==> src/rtl/frv_dmem_arb_pkg.sv <==
// -----------------------------------------------------------------------------
// frv_dmem_arb_pkg
// Shared constants for the data-memory arbiter: requester IDs, the request
// lock-state encoding and the default data/address MSB index.
// -----------------------------------------------------------------------------
package frv_dmem_arb_pkg;

  // Data/address MSB index used across the core.
  localparam int ARB_XL = 31;

  // Requester IDs stored in the owner FIFO.
  localparam logic ARB_ID_LSU = 1'b0;
  localparam logic ARB_ID_AUX = 1'b1;

  // Request-side lock state.
  typedef enum logic [1:0] {
    ARB_IDLE  = 2'd0,
    ARB_LOCK0 = 2'd1,
    ARB_LOCK1 = 2'd2
  } arb_state_t;

  // Lock state that holds the given requester.
  function automatic arb_state_t arb_lock_of(input logic id);
    return (id == ARB_ID_AUX) ? ARB_LOCK1 : ARB_LOCK0;
  endfunction

endpackage

==> src/rtl/frv_dmem_arb_fifo.sv <==
// -----------------------------------------------------------------------------
// frv_dmem_arb_fifo
// MAX_OUT-deep, 1-bit wide synchronous FIFO holding the owner ID of every
// granted-but-unanswered transaction, oldest at the head.
//
// Ports:
//   clk, rst  : clock, synchronous active-high reset (pointers/count only)
//   push      : write push_id (caller guarantees !full or a same-cycle pop)
//   pop       : drop the head entry (caller guarantees !empty)
//   push_id   : requester ID to enqueue
//   full      : MAX_OUT entries held
//   empty     : no entries held
//   head      : ID at the head (meaningless while empty)
// -----------------------------------------------------------------------------
module frv_dmem_arb_fifo #(
  parameter int MAX_OUT = 2
) (
  input  logic clk,
  input  logic rst,
  input  logic push,
  input  logic pop,
  input  logic push_id,
  output logic full,
  output logic empty,
  output logic head
);

  localparam int AW = (MAX_OUT > 1) ? $clog2(MAX_OUT) : 1;
  localparam int CW = $clog2(MAX_OUT + 1);

  logic          mem [MAX_OUT];
  logic [AW-1:0] rd_ptr;
  logic [AW-1:0] wr_ptr;
  logic [CW-1:0] count;

  function automatic logic [AW-1:0] ptr_inc(input logic [AW-1:0] p);
    return (p == AW'(MAX_OUT - 1)) ? '0 : p + AW'(1);
  endfunction

  always_ff @(posedge clk) begin
    if (rst) begin
      rd_ptr <= '0;
      wr_ptr <= '0;
      count  <= '0;
    end else begin
      if (push) wr_ptr <= ptr_inc(wr_ptr);
      if (pop)  rd_ptr <= ptr_inc(rd_ptr);
      // Simultaneous push and pop leave the occupancy unchanged.
      if (push && !pop)      count <= count + CW'(1);
      else if (pop && !push) count <= count - CW'(1);
    end
  end

  // Storage carries no reset; emptiness is tracked by the count alone.
  always_ff @(posedge clk) begin
    if (push) mem[wr_ptr] <= push_id;
  end

  assign full  = (count == CW'(MAX_OUT));
  assign empty = (count == '0);
  assign head  = mem[rd_ptr];

endmodule

==> src/rtl/frv_dmem_arb.sv <==
// -----------------------------------------------------------------------------
// frv_dmem_arb
// Shares the core data-memory port between the LSU (m0) and a secondary
// master (m1). Requests use req/gnt; responses use recv/ack/error. An owner
// FIFO records who was granted, in order, so each response is routed back to
// its issuer.
//
// Build option:
//   FRV_DMEM_ARB_RR_EN  defined   -> round-robin choice in IDLE (1-bit pointer)
//                       undefined -> fixed priority, m0 wins ties
//
// Ports:
//   g_clk, g_reset                : clock, synchronous active-high reset
//   mX_req/wen/strb/addr/wdata    : master request fields (X = 0, 1)
//   mX_gnt                        : master request accepted downstream
//   mX_recv/error/rdata           : response routed to master X (0 otherwise)
//   mX_ack                        : master accepts its response
//   dmem_req/wen/strb/addr/wdata  : downstream request
//   dmem_gnt                      : downstream accepted request
//   dmem_recv/error/rdata         : downstream response
//   dmem_ack                      : response accepted by the head owner
// -----------------------------------------------------------------------------
module frv_dmem_arb
  import frv_dmem_arb_pkg::*;
#(
  parameter int XL      = ARB_XL,
  parameter int MAX_OUT = 2
) (
  input  logic          g_clk,
  input  logic          g_reset,

  input  logic          m0_req,
  input  logic          m0_wen,
  input  logic [3:0]    m0_strb,
  input  logic [XL:0]   m0_addr,
  input  logic [XL:0]   m0_wdata,
  output logic          m0_gnt,
  output logic          m0_recv,
  input  logic          m0_ack,
  output logic          m0_error,
  output logic [XL:0]   m0_rdata,

  input  logic          m1_req,
  input  logic          m1_wen,
  input  logic [3:0]    m1_strb,
  input  logic [XL:0]   m1_addr,
  input  logic [XL:0]   m1_wdata,
  output logic          m1_gnt,
  output logic          m1_recv,
  input  logic          m1_ack,
  output logic          m1_error,
  output logic [XL:0]   m1_rdata,

  output logic          dmem_req,
  output logic          dmem_wen,
  output logic [3:0]    dmem_strb,
  output logic [XL:0]   dmem_addr,
  output logic [XL:0]   dmem_wdata,
  input  logic          dmem_gnt,
  input  logic          dmem_recv,
  output logic          dmem_ack,
  input  logic          dmem_error,
  input  logic [XL:0]   dmem_rdata
);

  arb_state_t state;
  arb_state_t state_nxt;

  logic idle_sel;
  logic sel;
  logic sel_req;
  logic accept;
  logic pop;
  logic fifo_full;
  logic fifo_empty;
  logic fifo_head;
  logic route0;
  logic route1;

  // IDLE selection: a lone requester always wins; ties go to the pointer
  // (round-robin) or to the LSU (fixed priority).
`ifdef FRV_DMEM_ARB_RR_EN
  logic rr_ptr;

  assign idle_sel = (m0_req && m1_req) ? rr_ptr : m1_req;

  // The preferred master yields its preference once it has been granted.
  always_ff @(posedge g_clk) begin
    if (g_reset)                     rr_ptr <= ARB_ID_LSU;
    else if (accept && sel == rr_ptr) rr_ptr <= ~rr_ptr;
  end
`else
  assign idle_sel = m1_req && !m0_req;
`endif

  always_ff @(posedge g_clk) begin
    if (g_reset) state <= ARB_IDLE;
    else         state <= state_nxt;
  end

  always_comb begin
    sel       = idle_sel;
    state_nxt = state;
    case (state)
      ARB_LOCK0: sel = ARB_ID_LSU;
      ARB_LOCK1: sel = ARB_ID_AUX;
      default:   sel = idle_sel;
    endcase

    sel_req = sel ? m1_req : m0_req;
    // A full owner FIFO blocks new grants but the selection stays held.
    dmem_req = sel_req && !fifo_full;
    accept   = dmem_req && dmem_gnt;

    case (state)
      ARB_IDLE: begin
        if (sel_req && !accept) state_nxt = arb_lock_of(sel);
      end
      ARB_LOCK0, ARB_LOCK1: begin
        // A locked master that drops req abandons the request.
        if (!sel_req || accept) state_nxt = ARB_IDLE;
      end
      default: state_nxt = ARB_IDLE;
    endcase
  end

  assign dmem_wen   = sel ? m1_wen   : m0_wen;
  assign dmem_strb  = sel ? m1_strb  : m0_strb;
  assign dmem_addr  = sel ? m1_addr  : m0_addr;
  assign dmem_wdata = sel ? m1_wdata : m0_wdata;

  assign m0_gnt = accept && (sel == ARB_ID_LSU);
  assign m1_gnt = accept && (sel == ARB_ID_AUX);

  // Responses with no recorded owner are drained by acking them here.
  assign dmem_ack = fifo_empty ? dmem_recv
                               : (fifo_head ? m1_ack : m0_ack);
  assign pop      = dmem_recv && dmem_ack && !fifo_empty;

  assign route0 = dmem_recv && !fifo_empty && (fifo_head == ARB_ID_LSU);
  assign route1 = dmem_recv && !fifo_empty && (fifo_head == ARB_ID_AUX);

  assign m0_recv  = route0;
  assign m0_error = route0 && dmem_error;
  assign m0_rdata = route0 ? dmem_rdata : '0;
  assign m1_recv  = route1;
  assign m1_error = route1 && dmem_error;
  assign m1_rdata = route1 ? dmem_rdata : '0;

  frv_dmem_arb_fifo #(
    .MAX_OUT (MAX_OUT)
  ) u_fifo (
    .clk     (g_clk),
    .rst     (g_reset),
    .push    (accept),
    .pop     (pop),
    .push_id (sel),
    .full    (fifo_full),
    .empty   (fifo_empty),
    .head    (fifo_head)
  );

endmodule

==> config.mk <==
export PLATFORM = sky130hd
export DESIGN_NAME = frv_dmem_arb
export DESIGN_NICKNAME = d
export VERILOG_FILES = /design/src/rtl/frv_dmem_arb_pkg.sv /design/src/rtl/frv_dmem_arb_fifo.sv /design/src/rtl/frv_dmem_arb.sv
export SDC_FILE = /design/constraint.sdc
export NUM_CORES = 1
export LEC_CHECK = 0
export ABC_AREA = 1
export BUFFER_PORTS_ARGS = -buffer_cell sky130_fd_sc_hd__buf_2
export CORE_AREA = 5 5 122 124
export DETAILED_ROUTE_END_ITERATION = 7
export DIE_AREA = 0 0 127 129
export HOLD_SLACK_MARGIN = 0.03
export PLACE_DENSITY = 0.5
export REMOVE_ABC_BUFFERS = 1
export SYNTH_ARGS = -nofsm -noshare
export SYNTH_HDL_FRONTEND = slang
export SYNTH_SLANG_ARGS = --single-unit
==> constraint.sdc <==
create_clock -name g_clk -period 3.34 [get_ports g_clk]
set_input_delay 0 -clock g_clk [delete_from_list [all_inputs] [get_ports g_clk]]
set_output_delay 0 -clock g_clk [all_outputs]
set_load 0.01 [all_outputs]
Yosys cells after proc, flatten, opt, wreduce, memory -nomap -nowiden
Memory sizes are Yosys's and may differ from the RTL's. A register that Yosys moved wholly into a read port is not among the register bits.
Index checks and enable logic that the tools add are counted.

storage, ports and cells
  bits in registers = 6
  bits in latches = 0
  RAM bits = 2
  bits in read-only memories = 0
  bits of input ports = 179
  output and inout port bits = 141
  word-level logic and storage cells = 65
  memories = 1

operators by class
  add/subtract/negate cells = 4
  $mul = 0
  div/mod/pow operators = 0
  $lt $le $gt $ge = 0
  eq/ne operators = 5
  shifts and indexed selects = 0
  mux-type cells = 22
  bitwise gates (word level) = 2
  reductions and logical operators = 27

memory list
  memory      words  bits a word  rd ports  clocked after memory_dff  wr ports  line                     text
  u_fifo.mem  2      1            1         1                         1         frv_dmem_arb_fifo.sv:31  logic mem [MAX_OUT];

operators by type and width
  cell                 count
  $mux 32              4
  $logic_and 1x1->1    15
  $mux 1               10
  $mux 2               5
  $logic_not 1->1      6
  $eq 2x2->1 const B   2
  $logic_not 2->1      2
  $mux 4               1
  $ne 2x2->1 const B   2
  $pmux 2 s2           1
  $add 1x1->1 const B  2
  $add 2x1->2 const B  1
  $eq 2x1->1 const B   1
  $not 1->1            2
  $pmux 1 s2           1
  $reduce_and 2->1     1
  $reduce_bool 2->1    1
  $reduce_or 2->1      1
  $sub 2x1->2 const B  1
  $logic_or 1x1->1     1

Logic depth before layout (Yosys ltp)
Gate-level depths: netlist of the first run.

  word-level depth = 10
  depth in mapped cells = 13
  gate-level depth less buffers = 13

By module
From an unflattened synthesis of the first run, not the netlist that was laid out.

unflattened totals
  cells, all modules = 416
  area total of the unflattened synthesis = 1855.5 µm²

by module, submodules not included
  module             instances  cells each  area each (µm²)
  frv_dmem_arb       1          380         1555.2
  frv_dmem_arb_fifo  1          36          300.3

Worst setup path after synthesis of the first run
Ideal clock, no wire load.

  path kind = reg-to-reg
  from = register state[1]
  to = register u_fifo.count[1]
  data arrival time = 1.833 ns
  data required time = 3.218 ns
  path slack = 1.385 ns
  stages on the path, launching flop included = 13
  buffers on the path = 0
  period minus slack after synthesis = 1.955 ns
  cells stage by stage = dfxtp_1 inv_1 ha_1 inv_2 o21ai_2 nand2_2 nand3b_2 inv_1 ha_1 a21oi_1 o21ai_0 o21ai_0 a21oi_1

between the ends
  cells in the longest elaborated chain, start to end = 8

RTL lines
  item                                      line                     text
  from (decl)                               frv_dmem_arb.sv:66       arb_state_t state;
  from (signal assigned)                    frv_dmem_arb.sv:98       else state <= state_nxt;
  $eq 2x2->1 or $eq 2x1->1 (tied branches)  frv_dmem_arb.sv:104      case (state)
  $pmux 1 s2 (*)                            frv_dmem_arb.sv:104
  $mux 1 (*)                                frv_dmem_arb.sv:110      sel_req = sel ? m1_req : m0_req;
  $logic_and 1x1->1 (*)                     frv_dmem_arb.sv:112      dmem_req = sel_req && !fifo_full;
  $logic_and 1x1->1 (*)                     frv_dmem_arb.sv:113      accept = dmem_req && dmem_gnt;
  net accept                                frv_dmem_arb.sv:72       logic accept;
  $logic_not 1->1                           frv_dmem_arb_fifo.sv:50  else if (pop && !push) count <= count - CW'(1);
  $logic_and 1x1->1                         frv_dmem_arb_fifo.sv:50
  $reduce_bool 2->1 (no source line)        n/a
  to (signal assigned)                      frv_dmem_arb_fifo.sv:49  if (push && !pop) count <= count + CW'(1);
  to (signal assigned)                      frv_dmem_arb_fifo.sv:50
  to (decl)                                 frv_dmem_arb_fifo.sv:34  logic [CW-1:0] count;

Mark *: on every way through the listed nets, which the timed path passes. The rest lies on a longest branch.
A chain may end at the register's enable or synchronous reset.

Worst setup path in the final report of the first run
Ends and elaborated chain as after synthesis.

==> results of run 1 <==
-- cells in the mapped netlist --
| cell | instances | area, sq um |
|---|---|---|
| inv_2 | 5 | 18.8 |
| nor2_1 | 62 | 233 |
| nand3_1 | 2 | 10.0 |
| dfxtp_1 | 7 | 140 |
| or2_1 | 1 | 6.26 |
| ha_1 | 3 | 37.5 |
| nand3b_2 | 1 | 11.3 |
| nand3_2 | 2 | 20.0 |
| o21ai_1 | 1 | 5.00 |
| o21ai_2 | 3 | 26.3 |
| nand2_2 | 3 | 18.8 |
| inv_1 | 48 | 180 |
| nand2_1 | 216 | 811 |
| buf_6 | 13 | 146 |
| o21ai_0 | 3 | 15.0 |
| buf_2 | 7 | 35.0 |
| edfxtp_1 | 2 | 60.1 |
| a21oi_1 | 7 | 35.0 |
| xor2_1 | 1 | 8.76 |
| nor2_4 | 1 | 11.3 |
| o211ai_1 | 2 | 15.0 |
| nor2_2 | 20 | 125 |
-- worst min-delay path by stage --
stage | to | slack, ps | cells past startpoint
5_1_grt | u_fifo.wr_ptr | 170 | 3
3_5_place_dp | register | 200 | 2
4_1_cts | u_fifo.wr_ptr | 140 | 3
2_1_floorplan | register | 70 | 1
6_report | u_fifo.wr_ptr | 140 | 3
3_3_place_gp | register | 210 | 2
-- cell usage in the layout (no fill, tap or decap), types with 3 or more instances in the layout --
cell type	n
a21oi_1	7
clkbuf_16	3
o21ai_0	3
nor2_2	20
nand2_2	3
ha_1	3
nand2_1	216
dfxtp_1	7
nor2_1	62
o21ai_2	3
buf_2	319
inv_2	5
inv_1	48
-- per-stage QoR --
stage	area, sq um	setup WS, ps
floorplan	1790	882
global placement	3640	1260
detailed placement	3640	1220
CTS	3730	1170
global route	3730	1010
finish	3730	1190
-- metal layers --
metal | GRT usage (%) | up-vias
li1 | - | 1802
met1 | 13.8 | 1384
met2 | 23.8 | 214
met3 | 5.19 | 8
met4 | 1.70 | 2
met5 | 0 | -
-- critical path, cell delays in order (launching register included) --
cell and delay [ps]:
dfxtp_1 320, inv_1 60, ha_1 330, inv_2 70, o21ai_2 160, nand2_2 110, nand3b_2 150, inv_1 70
ha_1 320, a21oi_1 120, o21ai_0 120, o21ai_0 150, a21oi_1 50
-- cell type report --
type                       instances  area (sq um)
timing repair buffer             322          1630
tap                              180           225
sequential                         9           200
multi-input combinational        328          1390
antenna                            1          2.50
clock buffer                       4          78.8
inverter                          53           199
fill                            1627          9940
-- logic make-up (layout without fill, tap and decap cells) --
logic type               count (synthesis)  count (layout)  share of synthesized area (%)
buffers and inverters                   73             379                           19.3
XOR/XNOR                                 1               1                          0.445
other                                    0               1                              0
AND/OR/NAND/NOR                        308             308                           63.3
adder cells (fa/ha/maj)                  3               3                           1.91
flip-flops                               9               9                           10.2
AO/OA/AOI/OAI                           16              16                           4.89
-- power groups by stage --
stage	Sequential, mW	Combinational, mW	Clock, mW
final	0.175	3.00	0.209
after global routing	0.180	3.37	0.226
after CTS	0.175	3.05	0.216
after detailed placement	0.177	3.03	0
after global placement	0.177	3.07	0
after floorplan	0.175	1.74	0
==> impl_summary.log, run 1 <==
[metrics] outcome: finished clean
[metrics] setup slack of the most critical reg-to-reg path: 1190 ps
[metrics] Highest Signal Layer: met5
[metrics] clock group share of total power: 6.2%
[metrics] Min Clock Period, post-route: 2150 ps
[metrics] number of gates resized after cts: 0
[metrics] CTS sink count: 9
[metrics] H-tree levels: 1
[metrics] count of pins over their slew limit: 0
[metrics] startpoint of the worst hold path: dmem_gnt
[metrics] critical path start-end classification: reg2reg
[metrics] number of hold buffers added after CTS: 1
[metrics] required time at the worst-slack endpoint: 3450 ps
[metrics] DIE WIDTH: 127 microns
[metrics] depth of the worst register-to-register path: 12
[metrics] routed via count: 3,410
[metrics] Critical Path End Type: register
[metrics] worst-case clock skew: 1.87 ps
[metrics] number of antenna violations at the first check in global routing: 1
[metrics] vertical die dimension: 129 microns
[metrics] maximum resistive drop on vdd: 0.851 mV
[metrics] critical path fanouts, max: 7
[metrics] area delta synth->final: 89.3%
[metrics] share of the core filled with cells in the final layout: 27.3%
[metrics] Starting Density: 14.4%
[metrics] Met1 Routed Length: 4.24 mm
[metrics] synthesized netlist cell count: 410
[metrics] combinational fraction of design power: 88.6%
[metrics] number of cells after detailed placement: 891
[metrics] start point of the critical path: state[1]
[metrics] clock transition time at the flip-flop clock pins of the worst setup and hold paths: 40 ps
[metrics] sequential share of power: 5.2%
[metrics] number of global-route vias before repair: 3,354
[metrics] post-synthesis sequential area ratio: 10.2%
[metrics] Max Clock Freq: 466 MHz
[metrics] final worst path period share: 64.2%
[metrics] clock tree from TritonCTS: done
[metrics] Detail Route met2 WL: 5.89 mm
[metrics] Setup TNS: 0 ps
[metrics] static power due to leakage: 2.64 nW
[metrics] Max Cap Viol: 0
[metrics] sum of internal, switching and leakage power: 3.38 mW
[metrics] number of remaining DRC errors: 0
[metrics] Final setup viols: 0
[metrics] post-layout net count: 899
[metrics] distinct cell type count after synthesis: 22
[metrics] global-route wire length before repair: 16.9 mm
[metrics] non-filler cells, final: 897
[metrics] Rows: 43
[metrics] unrepaired setup endpoints after global routing: false
[metrics] worst slew slack as a fraction of its limit: 53.9%
[metrics] Core Footprint: 13,700 sq um
[metrics] detail-routed net length per standard cell: 13.2 microns
[metrics] pin count of the biggest net entering global routing: 72
[metrics] transition time at the pin with the least slew margin: 692 ps
[metrics] internal power consumption: 1.38 mW
[metrics] HPWL after detailed placement: 10.4 mm
[metrics] Sw Share: 59.1%
[metrics] mean instance size in the synthesized netlist: 4.80 sq um
[metrics] Root Buffer Master: clkbuf_16
[metrics] Boundary Pins: 320
[metrics] startpoint of the worst register-to-register path: state[1]
[metrics] final estimated routing congestion in global placement: 0.810
[metrics] classification of the worst-slack hold path: in2reg
[metrics] switching component of the power: 2.00 mW
[metrics] remaining number of nets flagged by the antenna check after routing: 0
[metrics] total routed wirelength: 11.8 mm
[metrics] global route overflow: 0
[metrics] post-CTS setup buffers: 0
[metrics] number of DRC markers after the initial detailed-route iteration: 82
[metrics] netlist area before placement: 1970 sq um
[metrics] post-route worst hold slack: 142 ps
[metrics] total power per unit cell area: 907 nW/um^2
[metrics] global router's overall resource usage: 12.7%
[metrics] share of cells above drive strength 1: 50.1%
[metrics] Worst setup endpoint: u_fifo.count[1]
[metrics] hold violation total from the final report: 0
[metrics] Yosys warning total: 0
[metrics] insertion delay of the later-clocked pin in the worst-skew pair: 230 ps
[metrics] Routed met3 length: 1.57 mm
[metrics] vias per cell: 3.80
[metrics] launching element type of the critical path: register
[metrics] total CTS buffers: 3
[metrics] number of iterations in the first detailed-routing pass: 4
[metrics] CTS max path bufs: 2
[metrics] endpoint of the worst-slack reg-to-reg timing path: u_fifo.count[1]
[metrics] post-synthesis register bit count: 9
[metrics] Worst Path Arrival: 2260 ps
[metrics] I/O Buffers: 319
[metrics] floorplan die area: 16,400 sq um
Note: power is estimated with default switching activity, not from simulation.
==> run 2, diff against run 1 <==
--- a/config.mk
+++ b/config.mk
@@ -11,7 +11,7 @@
 export DETAILED_ROUTE_END_ITERATION = 7
 export DIE_AREA = 0 0 127 129
 export HOLD_SLACK_MARGIN = 0.03
-export PLACE_DENSITY = 0.5
+export PLACE_DENSITY = 0.52
 export REMOVE_ABC_BUFFERS = 1
 export SYNTH_ARGS = -nofsm -noshare
 export SYNTH_HDL_FRONTEND = slang
==> constraint.sdc (replaced) <==
create_clock -name g_clk -period 1.93 [get_ports g_clk]
set_input_delay 0 -clock g_clk [delete_from_list [all_inputs] [get_ports g_clk]]
set_output_delay 0 -clock g_clk [all_outputs]
set_load 0.01 [all_outputs]
==> run 2 against run 1 <==
  * Final area increased by 6.8%
  * Sequential share of layout area decreased by 0.34 points
  * Register-to-register slack worse by 1000 ps
  * Die area unchanged
  * Critical path depth down 1
  * Sequential power rose by 75%
  * Final cell count is 1.2% higher
  * Clock skew is 1.4 ps lower
  * Worst hold slack better by 78 ps
  * Critical path type is now reg2out
  * Critical endpoint is now dmem_strb[3]
==> impl_summary.log, run 2 (synthesis results as in run 1) <==
[metrics] final std cell area, no fill: 3980 sq um
[metrics] global route overflow: 0
[metrics] fill cell total of the finished layout: 1,592
[metrics] Boundary Pins: 320
[metrics] non-filler cells, final: 908
[metrics] clock tree from TritonCTS: done
[metrics] Min Clock Period, post-route: 1820 ps
[metrics] total routed wirelength: 12.3 mm
[metrics] startpoint of the worst hold path: dmem_gnt
[metrics] number of remaining DRC errors: 0
[metrics] CP max stage delay: 320 ps
[metrics] number of iterations in the first detailed-routing pass: 4
[metrics] maximum resistive drop on vdd: 0.873 mV
[metrics] unrepaired setup endpoints after global routing: false
[metrics] Root Buffer Master: clkbuf_16
[metrics] switching component of the power: 3.79 mW
[metrics] total CTS buffers: 3
[metrics] number of DRC markers after the initial detailed-route iteration: 112
[metrics] depth of the worst register-to-register path: 12
[metrics] final worst path period share: 94.5%
[metrics] static power due to leakage: 2.75 nW
[metrics] remaining number of nets flagged by the antenna check after routing: 0
[metrics] count of pins over their slew limit: 0
[metrics] launching element type of the critical path: register
[metrics] number of antenna violations at the first check in global routing: 2
[metrics] area post-placement: 3750 sq um
[metrics] Starting Density: 14.4%
[metrics] share of cells above drive strength 1: 51.9%
[metrics] internal power consumption: 3.01 mW
[metrics] Reg area: 200 sq um
[metrics] HPWL after detailed placement: 10.5 mm
[metrics] pin count of the biggest net entering global routing: 52
[metrics] worst-case clock skew: 0.483 ps
[metrics] number of global-route vias before repair: 3,291
[metrics] cell at the slowest stage of the critical path: dfxtp_1
[metrics] number of diodes: 0
[metrics] start point of the critical path: state[1]
[metrics] routed via count: 3,494
[metrics] required time at the worst-slack endpoint: 1930 ps
[metrics] clock transition time at the flip-flop clock pins of the worst setup and hold paths: 40 ps
[metrics] worst slew slack as a fraction of its limit: 81.9%
[metrics] Critical Path Most Common Cell: nand2_1
[metrics] Final setup viols: 0
[metrics] area delta synth->final: 102%
[metrics] clock group share of total power: 5.4%
[metrics] Sw Share: 55.8%
[metrics] global-route wire length before repair: 16.8 mm
[metrics] vias per cell: 3.85
[metrics] endpoint of the worst-slack reg-to-reg timing path: u_fifo.count[1]
[metrics] vertical die dimension: 129 microns
[metrics] critical path fanouts, max: 16
[metrics] startpoint of the worst register-to-register path: state[1]
[metrics] most common library cell in the layout ignoring fill and taps: buf_2
[metrics] Rows: 43
[metrics] Setup TNS: 0 ps
[metrics] Hold Crit Depth: 4
[metrics] hold violation total from the final report: 0
[metrics] insertion delay of the later-clocked pin in the worst-skew pair: 230 ps
[metrics] critical path start-end classification: reg2out
[metrics] final estimated routing congestion in global placement: 0.803
[metrics] DIE WIDTH: 127 microns
[metrics] H-tree levels: 1
[metrics] CTS sink count: 9
[metrics] area occupied by multi-input gates: 1440 sq um
[metrics] outcome: finished clean
[metrics] I/O Buffers: 319
[metrics] Max Cap Viol: 0
[metrics] classification of the worst-slack hold path: in2reg
[metrics] Core Footprint: 13,700 sq um
[metrics] detail-routed net length per standard cell: 13.6 microns
[metrics] Worst Path Arrival: 1820 ps
[metrics] Max Clock Freq: 548 MHz
[metrics] transition time at the pin with the least slew margin: 270 ps
[metrics] setup slack of the most critical reg-to-reg path: 160 ps
[metrics] post-route worst hold slack: 220 ps
[metrics] global router's overall resource usage: 12.7%
[metrics] end point of the worst hold path: u_fifo.wr_ptr
[metrics] number of cells after detailed placement: 900
[metrics] commonest non-fill, non-tap cells in the layout: buf_2, nand2_1, nor2_1, inv_1, nor2_2
[metrics] Critical Path End Type: output port
[metrics] post-layout net count: 911
[metrics] share of the core filled with cells in the final layout: 29.1%
[metrics] total power per unit cell area: 1710 nW/um^2
[metrics] floorplan die area: 16,400 sq um
[metrics] sequential share of power: 4.5%
[metrics] combinational fraction of design power: 90.2%
[metrics] cell breakdown of the critical path: inv_1, ha_4, inv_2, nand2_2, buf_4, nand2_8, clkinv_8, buf_12, nand2_1, nand2_1, buf_2
[metrics] CTS max path bufs: 2
[run 2: changes by cell type in the layout (fill, tap and decap cells not counted), sizes merged]
cell,previous run,this run
clkinv,0,1
clkbuf,4,6
buf,321,331
inv,53,52
diode,1,0
[run 2: stage by stage]
step	power (mW)	worst slack, ps
2_1_floorplan	3.31	-528
3_3_place_gp	5.95	-3.90
3_5_place_dp	5.90	-7.44
4_1_cts	6.56	18.1
5_1_grt	7.47	14.6
6_report	6.80	106
[run 2: what timing repair did]
item,in CTS,in global routing
setup endpoints to repair,10,30
gates cloned,1,2
resized for setup,4,12
endpoints found under the hold margin,2,0
setup buffers,0,0
hold buffers,1,0
[run 2: cell type report]
class / instances / area share, %
timing repair buffer: 334 / 45.9
inverter: 53 / 5.31
sequential: 9 / 5.03
multi-input combinational: 328 / 36.1
clock buffer: 4 / 1.98
tap: 180 / 5.66
[run 2: worst max path at each step]
stage | end
finish | dmem_strb[3]
global route | dmem_strb[3]
CTS | u_fifo.count[1]
detailed placement | u_fifo.count[1]
global placement | u_fifo.count[1]
floorplan | state[0]
[run 2: worst max-delay path, delay by kind of cell, from the launching register on]
| family | cells | cell delay (ps) |
|---|---|---|
| flops | 1 | 320 |
| buf+inv | 6 | 680 |
| simple gates | 4 | 340 |
| fa+ha+maj | 1 | 230 |
[run 2: per-layer routing]
layer | vias up | GRT usage (%) | part of all wire [%]
met5 | - | 0 | 0.19
met4 | 4 | 1.26 | 0.67
met3 | 10 | 5.89 | 14
met2 | 214 | 23.4 | 49
met1 | 1443 | 13.9 | 36
li1 | 1823 | - | -
[run 2: power by group through the flow]
stage	Sequential [mW]	Combinational (mW)	Clock, mW
global placement	0.306	5.65	0
CTS	0.305	5.89	0.372
detailed placement	0.308	5.59	0
finish	0.306	6.13	0.364
global route	0.315	6.76	0.387
floorplan	0.302	3.00	0
==> run 3, diff against run 2 <==
--- a/config.mk
+++ b/config.mk
@@ -11,8 +11,9 @@
 export DETAILED_ROUTE_END_ITERATION = 7
 export DIE_AREA = 0 0 127 129
 export HOLD_SLACK_MARGIN = 0.03
-export PLACE_DENSITY = 0.52
+export PLACE_DENSITY = 0.46
 export REMOVE_ABC_BUFFERS = 1
+export SETUP_SLACK_MARGIN = 0.5
 export SYNTH_ARGS = -nofsm -noshare
 export SYNTH_HDL_FRONTEND = slang
 export SYNTH_SLANG_ARGS = --single-unit
==> run 3 against run 2 <==
  * Critical path depth is the same
  * Clock-buffer cell count is the same
  * Sequential share of layout area shrank 1.4 points
  * Register-to-register slack lost 20 ps
  * Final area grew 44%
  * Critical path type unchanged
  * Clock skew grew 6.3 ps
==> impl_summary.log, run 3 (synthesis results as in run 1) <==
[metrics] combined buffer and inverter count along the critical path: 6
[metrics] critical path start-end classification: reg2out
[metrics] Core Footprint: 13,700 sq um
[metrics] global route overflow: 0
[metrics] number of global-route vias before repair: 3,644
[metrics] global router's overall resource usage: 16.1%
[metrics] required time at the worst-slack endpoint: 1930 ps
[metrics] area delta synth->final: 192%
[metrics] number of iterations in the first detailed-routing pass: 4
[metrics] launching element type of the critical path: register
[metrics] number of cells after detailed placement: 901
[metrics] post-route worst hold slack: 239 ps
[metrics] post-layout net count: 955
[metrics] vias per cell: 4.06
[metrics] classification of the worst-slack hold path: in2reg
[metrics] Critical Path End Type: output port
[metrics] clock tree from TritonCTS: done
[metrics] DIE WIDTH: 127 microns
[metrics] count of pins over their slew limit: 0
[metrics] detail-routed net length per standard cell: 17.4 microns
[metrics] CTS sink count: 9
[metrics] transition time at the pin with the least slew margin: 252 ps
[metrics] GR peak layer: met2
[metrics] Top delay family on crit path: buffers and inverters
[metrics] insertion delay of the later-clocked pin in the worst-skew pair: 240 ps
[metrics] commonest non-fill, non-tap cells in the layout: buf_2, nand2_1, buf_6, nor2_4, inv_1
[metrics] maximum resistive drop on vdd: 1.03 mV
[metrics] H-tree levels: 1
[metrics] unrepaired setup endpoints after global routing: true
[metrics] global-route met3 utilization: 4.28%
[metrics] Worst Path Arrival: 1840 ps
[metrics] share of cells above drive strength 1: 66.8%
[metrics] Rows: 43
[metrics] Max Clock Freq: 543 MHz
[metrics] floorplan die area: 16,400 sq um
[metrics] CP max stage delay: 330 ps
[metrics] total power per unit cell area: 1960 nW/um^2
[metrics] most common library cell in the layout ignoring fill and taps: buf_2
[metrics] Boundary Pins: 320
[metrics] CTS max path bufs: 2
[metrics] hold violation total from the final report: 0
[metrics] pin count of the biggest net entering global routing: 19
[metrics] cell at the slowest stage of the critical path: dfxtp_2
[metrics] total routed wirelength: 16.6 mm
[metrics] number of remaining DRC errors: 0
[metrics] HPWL after detailed placement: 10.5 mm
[metrics] Root Buffer Master: clkbuf_16
[metrics] final worst path period share: 95.4%
[metrics] number of DRC markers after the initial detailed-route iteration: 92
[metrics] cell breakdown of the critical path: inv_4, ha_4, inv_4, nand2_4, buf_6, nand2_8, buf_12, clkbuf_16, nand2_1, nand2_1, buf_6
[metrics] I/O Buffers: 319
[metrics] sum of internal, switching and leakage power: 11.3 mW
[metrics] clock transition time at the flip-flop clock pins of the worst setup and hold paths: 40 ps
[metrics] met1 layer usage reported by global route: 17.0%
[metrics] Max Cap Viol: 0
[metrics] share of the core filled with cells in the final layout: 42.1%
[metrics] worst slew slack as a fraction of its limit: 83.1%
[metrics] static power due to leakage: 3.29 nW
[metrics] critical path fanouts, max: 8
[metrics] Final setup viols: 0
[metrics] final estimated routing congestion in global placement: 0.761
[metrics] routed via count: 3,871
[metrics] remaining number of nets flagged by the antenna check after routing: 0
[metrics] global-route wire length before repair: 20.5 mm
[metrics] total CTS buffers: 3
[metrics] Starting Density: 14.4%
[metrics] worst-case clock skew: 6.76 ps
[metrics] outcome: finished clean
[metrics] number of antenna violations at the first check in global routing: 2
[metrics] Min Clock Period, post-route: 1840 ps
[metrics] vertical die dimension: 129 microns
[metrics] GR met2 Demand/Resource: 32.3%
[metrics] non-filler cells, final: 954
-- run 3: worst paths after layout --
check	from	to	slack, ps	cells after the start
max	state[0]	dmem_wdata[21]	90	11
max reg2reg	state[1]	u_fifo.count[1]	140	13
min reg2reg	u_fifo.rd_ptr	u_fifo.rd_ptr	500	2
min	dmem_gnt	u_fifo.wr_ptr	240	4
-- run 3: worst register-to-register path: stages (launching register included) --
cell and delay [ps]:
dfxtp_2 330, inv_2 50, ha_4 300, inv_4 50
nand2_4 70, nand3_4 80, nand2_4 80, nand3b_4 90
inv_2 80, ha_4 210, a21oi_4 110, o21ai_2 70
o21ai_1 120, a21oi_1 50
-- run 3: final cells by class --
type                    instances  area [sq um]
fillers                      1393          7910
repair buffers                375          2980
multi-input cells             328          1990
inverters                      53           248
well taps                     180           225
flip-flops and latches          9           206
clock buffers                   4          78.8
repair inverters                3          28.8
diodes                          2          5.00
-- run 3: timing repair --
item,in CTS,in global routing
cloned,13,10
hold buffers,1,0
setup buffers,16,7
setup endpoints to repair,137,146
gates resized for setup,118,176
endpoints found under the hold margin,2,0
pin swaps,18,24
-- run 3: report_power, final --
| part | internal, mW | switching (mW) | total (mW) |
|---|---|---|---|
| Clock | 0.276 | 0.0932 | 0.370 |
| Sequential | 0.286 | 0.0525 | 0.339 |
| Combinational | 5.26 | 5.33 | 10.6 |
-- run 3: layer usage --
metal  wire length, microns  share of wire [%]  up-vias
met1                   5750                 35     1690
met3                   1460                8.8       16
li1                       -                  -     1933
met2                   9180                 55      232
met5                      0                  0        -
met4                    236                1.4        0
-- run 3: per-stage QoR --
step	area, sq um	worst slack [ps]	setup TNS [ps]
finish	5750	89.6	0
CTS	4720	120	0
floorplan	1790	-528	-30130
global placement	3720	-31.9	-31.9
global route	5750	17.1	0
detailed placement	3720	-28.1	-28.1
